`src/rtl/lbp_pkg.sv`:
```
// rtl/lbp_pkg.sv - shared types, window layout and LBP code function for the LBP stream engine
package lbp_pkg;

  typedef enum logic [1:0] {
    ST_IDLE,
    ST_FETCH,
    ST_DRAIN,
    ST_DONE
  } state_t;

  // Pixels are zero-extended to this width so the code function serves any PIX_W up to 16.
  localparam int MAX_PIX_W = 16;
  typedef logic [MAX_PIX_W-1:0] pix_t;

  // Flattened 3x3 window: index = 3*row + col, row 0 = top, col 0 = left.
  typedef logic [8:0][MAX_PIX_W-1:0] win_t;

  localparam int WIN_CENTRE = 4;
  localparam int NB_POS [8] = '{0, 1, 2, 3, 5, 6, 7, 8};

  function automatic logic [7:0] lbp_code(input win_t win, input pix_t thr);
    logic [MAX_PIX_W:0] lim;
    logic [7:0] code;
    lim  = {1'b0, win[WIN_CENTRE]} + {1'b0, thr};
    code = '0;
    for (int k = 0; k < 8; k++) begin
      code[k] = ({1'b0, win[NB_POS[k]]} >= lim);
    end
    return code;
  endfunction

endpackage

```
`src/rtl/lbp_line_buffer.sv`:
```
// rtl/lbp_line_buffer.sv - fixed-depth pixel delay line advancing only on shift enable
module lbp_line_buffer #(
  parameter int DEPTH = 128,
  parameter int WIDTH = 8
) (
  input  logic             clk,
  input  logic             reset,
  input  logic             shift_en,
  input  logic [WIDTH-1:0] din,
  output logic [WIDTH-1:0] dout
);

  logic [WIDTH-1:0] taps [DEPTH];

  always_ff @(posedge clk) begin
    if (reset) begin
      for (int i = 0; i < DEPTH; i++) begin
        taps[i] <= '0;
      end
    end else if (shift_en) begin
      taps[0] <= din;
      for (int i = 1; i < DEPTH; i++) begin
        taps[i] <= taps[i-1];
      end
    end
  end

  // Oldest entry: the pixel accepted exactly DEPTH shifts ago, i.e. same column one row up.
  assign dout = taps[DEPTH-1];

endmodule

```
`src/rtl/lbp_stream_engine.sv`:
```
// rtl/lbp_stream_engine.sv - single-pass raster LBP engine with line buffers and output backpressure
module lbp_stream_engine
  import lbp_pkg::*;
#(
  parameter int IMG_W  = 128,
  parameter int IMG_H  = 128,
  parameter int PIX_W  = 8,
  parameter int ADDR_W = 14
) (
  input  logic              clk,
  input  logic              reset,
  input  logic              start,
  input  logic [PIX_W-1:0]  thr,
  output logic [ADDR_W-1:0] gray_addr,
  output logic              gray_req,
  input  logic              gray_ready,
  input  logic [PIX_W-1:0]  gray_data,
  output logic [ADDR_W-1:0] lbp_addr,
  output logic              lbp_valid,
  input  logic              lbp_ready,
  output logic [7:0]        lbp_data,
  output logic              finish
);

  localparam int COL_W = $clog2(IMG_W);
  localparam int ROW_W = $clog2(IMG_H);
  localparam logic [ADDR_W-1:0] LAST_ADDR = ADDR_W'(IMG_W * IMG_H - 1);
  localparam logic [ADDR_W-1:0] CTR_OFF   = ADDR_W'(IMG_W + 1);
  localparam logic [COL_W-1:0]  COL_LAST  = COL_W'(IMG_W - 1);

  state_t state, state_nxt;

  logic [COL_W-1:0] col;
  logic [ROW_W-1:0] row;
  logic [PIX_W-1:0] thr_q;
  logic [PIX_W-1:0] win [3][3];
  logic [PIX_W-1:0] tap1, tap2;
  logic             accept, start_ok, last_pix, win_full, out_take;
  win_t             win_nxt;
  logic [7:0]       code_nxt;

  assign accept   = gray_req && gray_ready;
  assign start_ok = (state == ST_IDLE) && start;
  assign last_pix = (gray_addr == LAST_ADDR);
  assign win_full = (row >= ROW_W'(2)) && (col >= COL_W'(2));
  assign out_take = lbp_valid && lbp_ready;

  lbp_line_buffer #(.DEPTH(IMG_W), .WIDTH(PIX_W)) u_lb_row1 (
    .clk      (clk),
    .reset    (reset),
    .shift_en (accept),
    .din      (gray_data),
    .dout     (tap1)
  );

  lbp_line_buffer #(.DEPTH(IMG_W), .WIDTH(PIX_W)) u_lb_row2 (
    .clk      (clk),
    .reset    (reset),
    .shift_en (accept),
    .din      (tap1),
    .dout     (tap2)
  );

  always_ff @(posedge clk) begin
    if (reset) begin
      state <= ST_IDLE;
    end else begin
      state <= state_nxt;
    end
  end

  always_comb begin
    state_nxt = state;
    gray_req  = 1'b0;
    finish    = 1'b0;
    case (state)
      ST_IDLE: begin
        if (start) state_nxt = ST_FETCH;
      end
      ST_FETCH: begin
        // Stop fetching while a finished code is stuck in the output register.
        gray_req = !(lbp_valid && !lbp_ready);
        if (gray_req && gray_ready && last_pix) state_nxt = ST_DRAIN;
      end
      ST_DRAIN: begin
        if (!lbp_valid || lbp_ready) state_nxt = ST_DONE;
      end
      ST_DONE: begin
        finish    = 1'b1;
        state_nxt = ST_IDLE;
      end
      default: state_nxt = ST_IDLE;
    endcase
  end

  // Window as it will look once the incoming pixel has shifted in; the code is taken from it.
  always_comb begin
    for (int r = 0; r < 3; r++) begin
      win_nxt[3*r+0] = pix_t'(win[r][1]);
      win_nxt[3*r+1] = pix_t'(win[r][2]);
    end
    win_nxt[2] = pix_t'(tap2);
    win_nxt[5] = pix_t'(tap1);
    win_nxt[8] = pix_t'(gray_data);
    code_nxt   = lbp_code(win_nxt, pix_t'(thr_q));
  end

  always_ff @(posedge clk) begin
    if (reset) begin
      gray_addr <= '0;
      col       <= '0;
      row       <= '0;
      thr_q     <= '0;
      lbp_valid <= 1'b0;
      lbp_addr  <= '0;
      lbp_data  <= '0;
      for (int r = 0; r < 3; r++) begin
        for (int c = 0; c < 3; c++) begin
          win[r][c] <= '0;
        end
      end
    end else begin
      if (start_ok) begin
        gray_addr <= '0;
        col       <= '0;
        row       <= '0;
        thr_q     <= thr;
      end else if (accept) begin
        if (!last_pix) gray_addr <= gray_addr + ADDR_W'(1);
        if (col == COL_LAST) begin
          col <= '0;
          row <= row + ROW_W'(1);
        end else begin
          col <= col + COL_W'(1);
        end
        for (int r = 0; r < 3; r++) begin
          win[r][0] <= win[r][1];
          win[r][1] <= win[r][2];
        end
        win[0][2] <= tap2;
        win[1][2] <= tap1;
        win[2][2] <= gray_data;
      end

      // Columns 0/1 of the window still hold the previous row, so only c>=2 may emit.
      if (accept && win_full) begin
        lbp_valid <= 1'b1;
        lbp_data  <= code_nxt;
        lbp_addr  <= gray_addr - CTR_OFF;
      end else if (out_take) begin
        lbp_valid <= 1'b0;
      end
    end
  end

endmodule
```
`config.mk`:
```
export PLATFORM = sky130hd
export DESIGN_NAME = lbp_stream_engine
export DESIGN_NICKNAME = d
export VERILOG_FILES = /design/src/rtl/lbp_pkg.sv /design/src/rtl/lbp_line_buffer.sv /design/src/rtl/lbp_stream_engine.sv
export SDC_FILE = /design/constraint.sdc
export NUM_CORES = 2
export LEC_CHECK = 0
export CELL_PAD_IN_SITES_DETAIL_PLACEMENT = 0
export CELL_PAD_IN_SITES_GLOBAL_PLACEMENT = 1
export CORE_ASPECT_RATIO = 1.1
export CORE_UTILIZATION = 45
export DETAILED_ROUTE_END_ITERATION = 12
export PLACE_DENSITY = 0.72
export RECOVER_POWER = 25
export SETUP_SLACK_MARGIN = 0.2
export SLEW_MARGIN = 20
export SYNTH_ARGS = -nofsm -noshare
export SYNTH_HDL_FRONTEND = slang
export SYNTH_HIERARCHICAL = 1
export SYNTH_SLANG_ARGS = --single-unit
```
`constraint.sdc`:
```
create_clock -name clk -period 17.95 [get_ports clk]
set_clock_uncertainty 0.2 [all_clocks]
set_input_delay 2.6925 -clock clk [delete_from_list [all_inputs] [get_ports clk]]
set_output_delay 2.6925 -clock clk [all_outputs]
set_load 0.005 [all_outputs]
```
---- Word level (Yosys, flattened, before mapping) ----
Memories as Yosys holds them, arrays and structs flattened.
Cells that the tools add are included.
operators by class
  $add $sub $neg .......................... 5
  $lt $le $gt $ge ......................... 10
  eq/ne operators ......................... 8
  multiplexer cells ....................... 282
  bitwise logic cells ..................... 266
  reductions and logical operators ........ 18
operators by type and width
  kind                     count
  $mux W8                  265
  $or A1 B1 Y1             265
  $ge A8 B9 Y1             8
  $add A14 B1 Y14 const B  1
  $add A7 B1 Y7 const B    2
  $eq A14 B14 Y1 const B   1
  $ge A7 B2 Y1 const B     2
  $sub A14 B8 Y14 const B  1
  $mux W1                  12
  $add A8 B8 Y9            1
  $logic_and A1 B1 Y1      8
  $pmux W2 S4              1
  $eq A7 B7 Y1 const B     1
  $mux W7                  1
  $mux W2                  3
  $ne A2 B2 Y1 const B     3
  $eq A2 B2 Y1 const B     2
  $reduce_and A2 Y1        2
  $logic_not A1 Y1         3
  $reduce_and A3 Y1        1
  $eq A2 B1 Y1 const B     1
  $logic_not A2 Y1         1
  $reduce_bool A2 Y1       1
  $reduce_or A2 Y1         1
  other kinds (2)          2
storage, ports and cells
  flip-flop bits (word level) ............. 61
  RAM bits ................................ 2,120
  bits of input ports ..................... 21
  output and inout bits ................... 39
  logic and storage cells ................. 600
  memories ................................ 3
memories
  name            words  width  read ports  clocked after Yosys merged registers in  wr ports  line                     RTL
  u_lb_row1.taps  128    8      128         0                                        128       lbp_line_buffer.sv:13    logic [WIDTH-1:0] taps [DEPTH];
  u_lb_row2.taps  128    8      128         0                                        128       lbp_line_buffer.sv:13
  win             3      24     3           0                                        3         lbp_stream_engine.sv:36  logic [PIX_W-1:0] win [3][3];

---- Depth between registers and ports, before layout ----
  depth in word-level cells ............... 10
  gate-level depth with buffers ........... 14
  depth with buffers taken out ............ 14

---- By module ----
Netlist, hierarchy kept.
modules (own cells, without submodules)
  module             times used  cells an instance  area an instance (sq um)  seq. area each (sq um)
  lbp_line_buffer    2           2,230              40,030.9                  30,749.5
  lbp_stream_engine  1           646                6,313.6                   2,662.6

---- Least setup slack after synthesis ----
No wires, ideal clock.
  kind .................................... input port to flip-flop
  start ................................... in lbp_ready
  end ..................................... mem u_lb_row1.taps[0][0] (enable)
  library setup time ...................... 0.978 ns
  arrival time ............................ 15.559 ns
  data required time ...................... 16.772 ns
  slack ................................... 1.213 ns
  cell stages on the path ................. 7
  buffers on the path ..................... 2
  cells stage by stage .................... nand2b_2 and2_2 nand2_2 inv_4 buf_2 buf_2 or2_2
RTL lines
  element          line                     RTL
  start, declared  lbp_stream_engine.sv:20  input logic lbp_ready,
  end, declared    lbp_line_buffer.sv:13

==> results.cfg <==
[run_status]
status = finished, violations left
violations = capacitance limit, slew limit

[min_path]
min_path_type = reg -> reg

[timing]
fin_crit_ns = 11.35
finalSetupViolCount = 0
finalHoldViolCount = 0
rsz0062_at_grt = no
worst_pin_slew_ns = 5.06
drv_slew = 898
worst_slack_ns = 6.60
tns_ns = 0
fmax_ghz = 0.0881
relSlewSlack = -2.37
period_share = 0.632

[cells_and_area]
regArea_mm2 = 0.0642
utilization = 0.499
nets = 5141
layout_commonest_cell = edfxtp_1
fin_cells = 7774
nFillCells = 15838
final_cell_mix = edfxtp_1 (2096), and3b_1 (1056), nor2b_1 (758)
layout-drive-gt1-share = 0.115
multi_input_area_mm2 = 0.0195
area_growth_pct = 10.1

[die]
die_w_um = 420
core-area_mm2 = 0.191
ios = 60
initial_core_util = 0.453
die_area_mm2 = 0.194
num_rows = 168
die_y_um = 462

[clock_network]
cts-root-buf = clkbuf_16
clkLatencyLatePin_ns = 0.85
cts_resized = 0
cts_tree = done
cts.htree.levels = 4
cts_sinks = 2157
cts_setup_buffers = 0
cts.clk_slew.worst_paths_ns = 0.06
clk_path_buf_depth = 3
hold_buffers = 0
cts-buffers-inserted = 216

[yosys]
ys_seq_area_frac = 0.743
synth_cell_types = 60
synth_seq_cells = 2157
syn_area_mm2 = 0.0864
yosysWarnings = 6
synth_async_sr_flop_share = 0
synth_fp_nets = 5203
synthCells = 5106
synth_edf_count = 2096
syn_avg_cell_area_um2 = 16.9
synthFlopType = edfxtp_1

[critical_path]
crit_slowest_cell = clkbuf_1
cp_cell_sequence = clkbuf_1 -> clkbuf_1 -> clkbuf_1 -> and3b_1
worst_path_most_repeated_cell = clkbuf_1
path_buf_inv = 3
cp-end-kind = register
startpoint_type = primary input
cpLargestDelayFamily = buffers and inverters
path_max_fanout = 108
slowest_delay_ns = 3.06
arrival_ns = 11.73
worstPathRequired_ns = 18.33
critPathKind = in -> reg

[routing]
drt_iter0_markers = 3121
wl_per_cell_um = 16.1
first_pass_iters = 5
drc = 0
drt-total-wl_um = 125000
vias = 38875
drtAntennaViolNets = 0
routed_via_density = 5.00

[placement]
pre_cts_ws_ns = 9.59
dp_cells = 7373
routabilityCongestion = 0.736
dpl.hpwl_um = 57200
io_buffer_count = 59

[pwr]
p_leak_nw = 38.0
ir_drop_v = 0.0000808
p_per_area_mw_per_mm2 = 131

[grt]
grt_pass1_vias = 38242
overflow = 0
antenna_found_initial = 3
grt_usage = 0.128
grt_max_degree = 255
grt_pass1_wl_um = 207000

[job]
drv_cap = 10
==> state kept, by name, indices dropped and copies added (netlist names) <==
name,count
col,7
gray_addr,14
lbp_addr,14
lbp_data,8
lbp_valid,1
row,7
state,2
thr_q,8
u_lb_row1/taps,1024
u_lb_row2/taps,1024
win,48
==> final timing paths <==
check        cells after the start                                    to  slack, ns                     start
max                              4   u_lb_row1/taps[0][19]$_SDFFCE_PN0P_       6.60                     reset
min                              2              lbp_addr[8]$_SDFFE_PP0P_       0.26  lbp_addr[8]$_SDFFE_PP0P_
min reg2reg                      2              lbp_addr[8]$_SDFFE_PP0P_       0.26  lbp_addr[8]$_SDFFE_PP0P_
max reg2reg                      8  u_lb_row2/taps[0][125]$_SDFFCE_PN0P_       9.98     state[1]$_SDFFE_PP0P_
==> cells in the mapped netlist (2+ instances only) <==
master / count / share of area
a31oi_1: 13 / 0.00094
or3_1: 4 / 0.00029
edfxtp_1: 2096 / 0.73
dfxtp_1: 61 / 0.014
nor2_1: 46 / 0.0020
nor3_2: 5 / 0.00058
a211oi_1: 7 / 0.00061
and2_1: 43 / 0.0031
xor2_1: 15 / 0.0015
and3_1: 6 / 0.00043
nand2b_1: 5 / 0.00036
nor2b_2: 320 / 0.032
nor3_1: 17 / 0.00099
a2111o_1: 3 / 0.00039
buf_4: 17 / 0.0015
nand4_1: 18 / 0.0013
buf_6: 75 / 0.0098
maj3_1: 3 / 0.00035
o21ai_1: 7 / 0.00041
clkbuf_2: 12 / 0.00070
a311oi_1: 10 / 0.0010
buf_2: 244 / 0.014
xnor2_1: 23 / 0.0023
nand2_1: 38 / 0.0017
nor4_1: 8 / 0.00058
nand3_1: 21 / 0.0012
o211ai_1: 3 / 0.00026
and3b_1: 1056 / 0.11
o21ai_0: 18 / 0.0010
a32oi_1: 3 / 0.00030
a21oi_1: 43 / 0.0025
or2_2: 2 / 0.00014
nor2b_1: 677 / 0.049
o21bai_1: 9 / 0.00078
a21o_1: 8 / 0.00070
inv_1: 34 / 0.0015
clkbuf_1: 38 / 0.0017
mux2i_1: 2 / 0.00023
ha_1: 75 / 0.011
==> stage by stage <==
stage	hold slack (ns)	instance area, um2	total power [mW]
finish	0.259	95100	12.4
global route	0.307	95100	13.0
CTS	0.263	95300	12.6
detailed placement	0.254	88200	8.11
global placement	0.247	88200	8.09
floorplan	0.241	86400	8.13
==> power breakdown <==
part | leakage, nW | total [mW] | internal, mW | switching [mW]
Combinational | 12.2 | 1.17 | 0.408 | 0.761
Clock | 3.42 | 4.44 | 2.57 | 1.87
Sequential | 22.4 | 6.84 | 6.62 | 0.212
==> layer usage <==
metal	vias up	share of wire	track usage
met5	-	0	0
met4	0	0.022	0.0398
met3	232	0.031	0.0254
met2	367	0.43	0.179
met1	19631	0.52	0.201
li1	18645	-	-
==> cells by family after synthesis <==
| group | Yosys count | synth area share |
|---|---|---|
| compound gates | 132 | 0.00988 |
| xor+xnor | 38 | 0.00385 |
| fa+ha+maj | 79 | 0.0114 |
| buf+inv | 422 | 0.0293 |
| flops | 2157 | 0.743 |
| mux | 2 | 0.000232 |
| simple gates | 2276 | 0.202 |
==> cell type report <==
type	instances	area share
tap	2550	0.0335
clock buffer	262	0.0595
timing repair buffer	107	0.0114
multi-input combinational	2527	0.205
antenna	2	0.0000526
inverter	35	0.00155
clock inverter	134	0.0142
sequential	2157	0.675
==> worst min-delay path: stages (launching register included) <==
cell and delay (ns):
dfxtp_1 0.31, nand2_1 0.05, a21oi_1 0.05
Power figures use the tool's default switching activity.
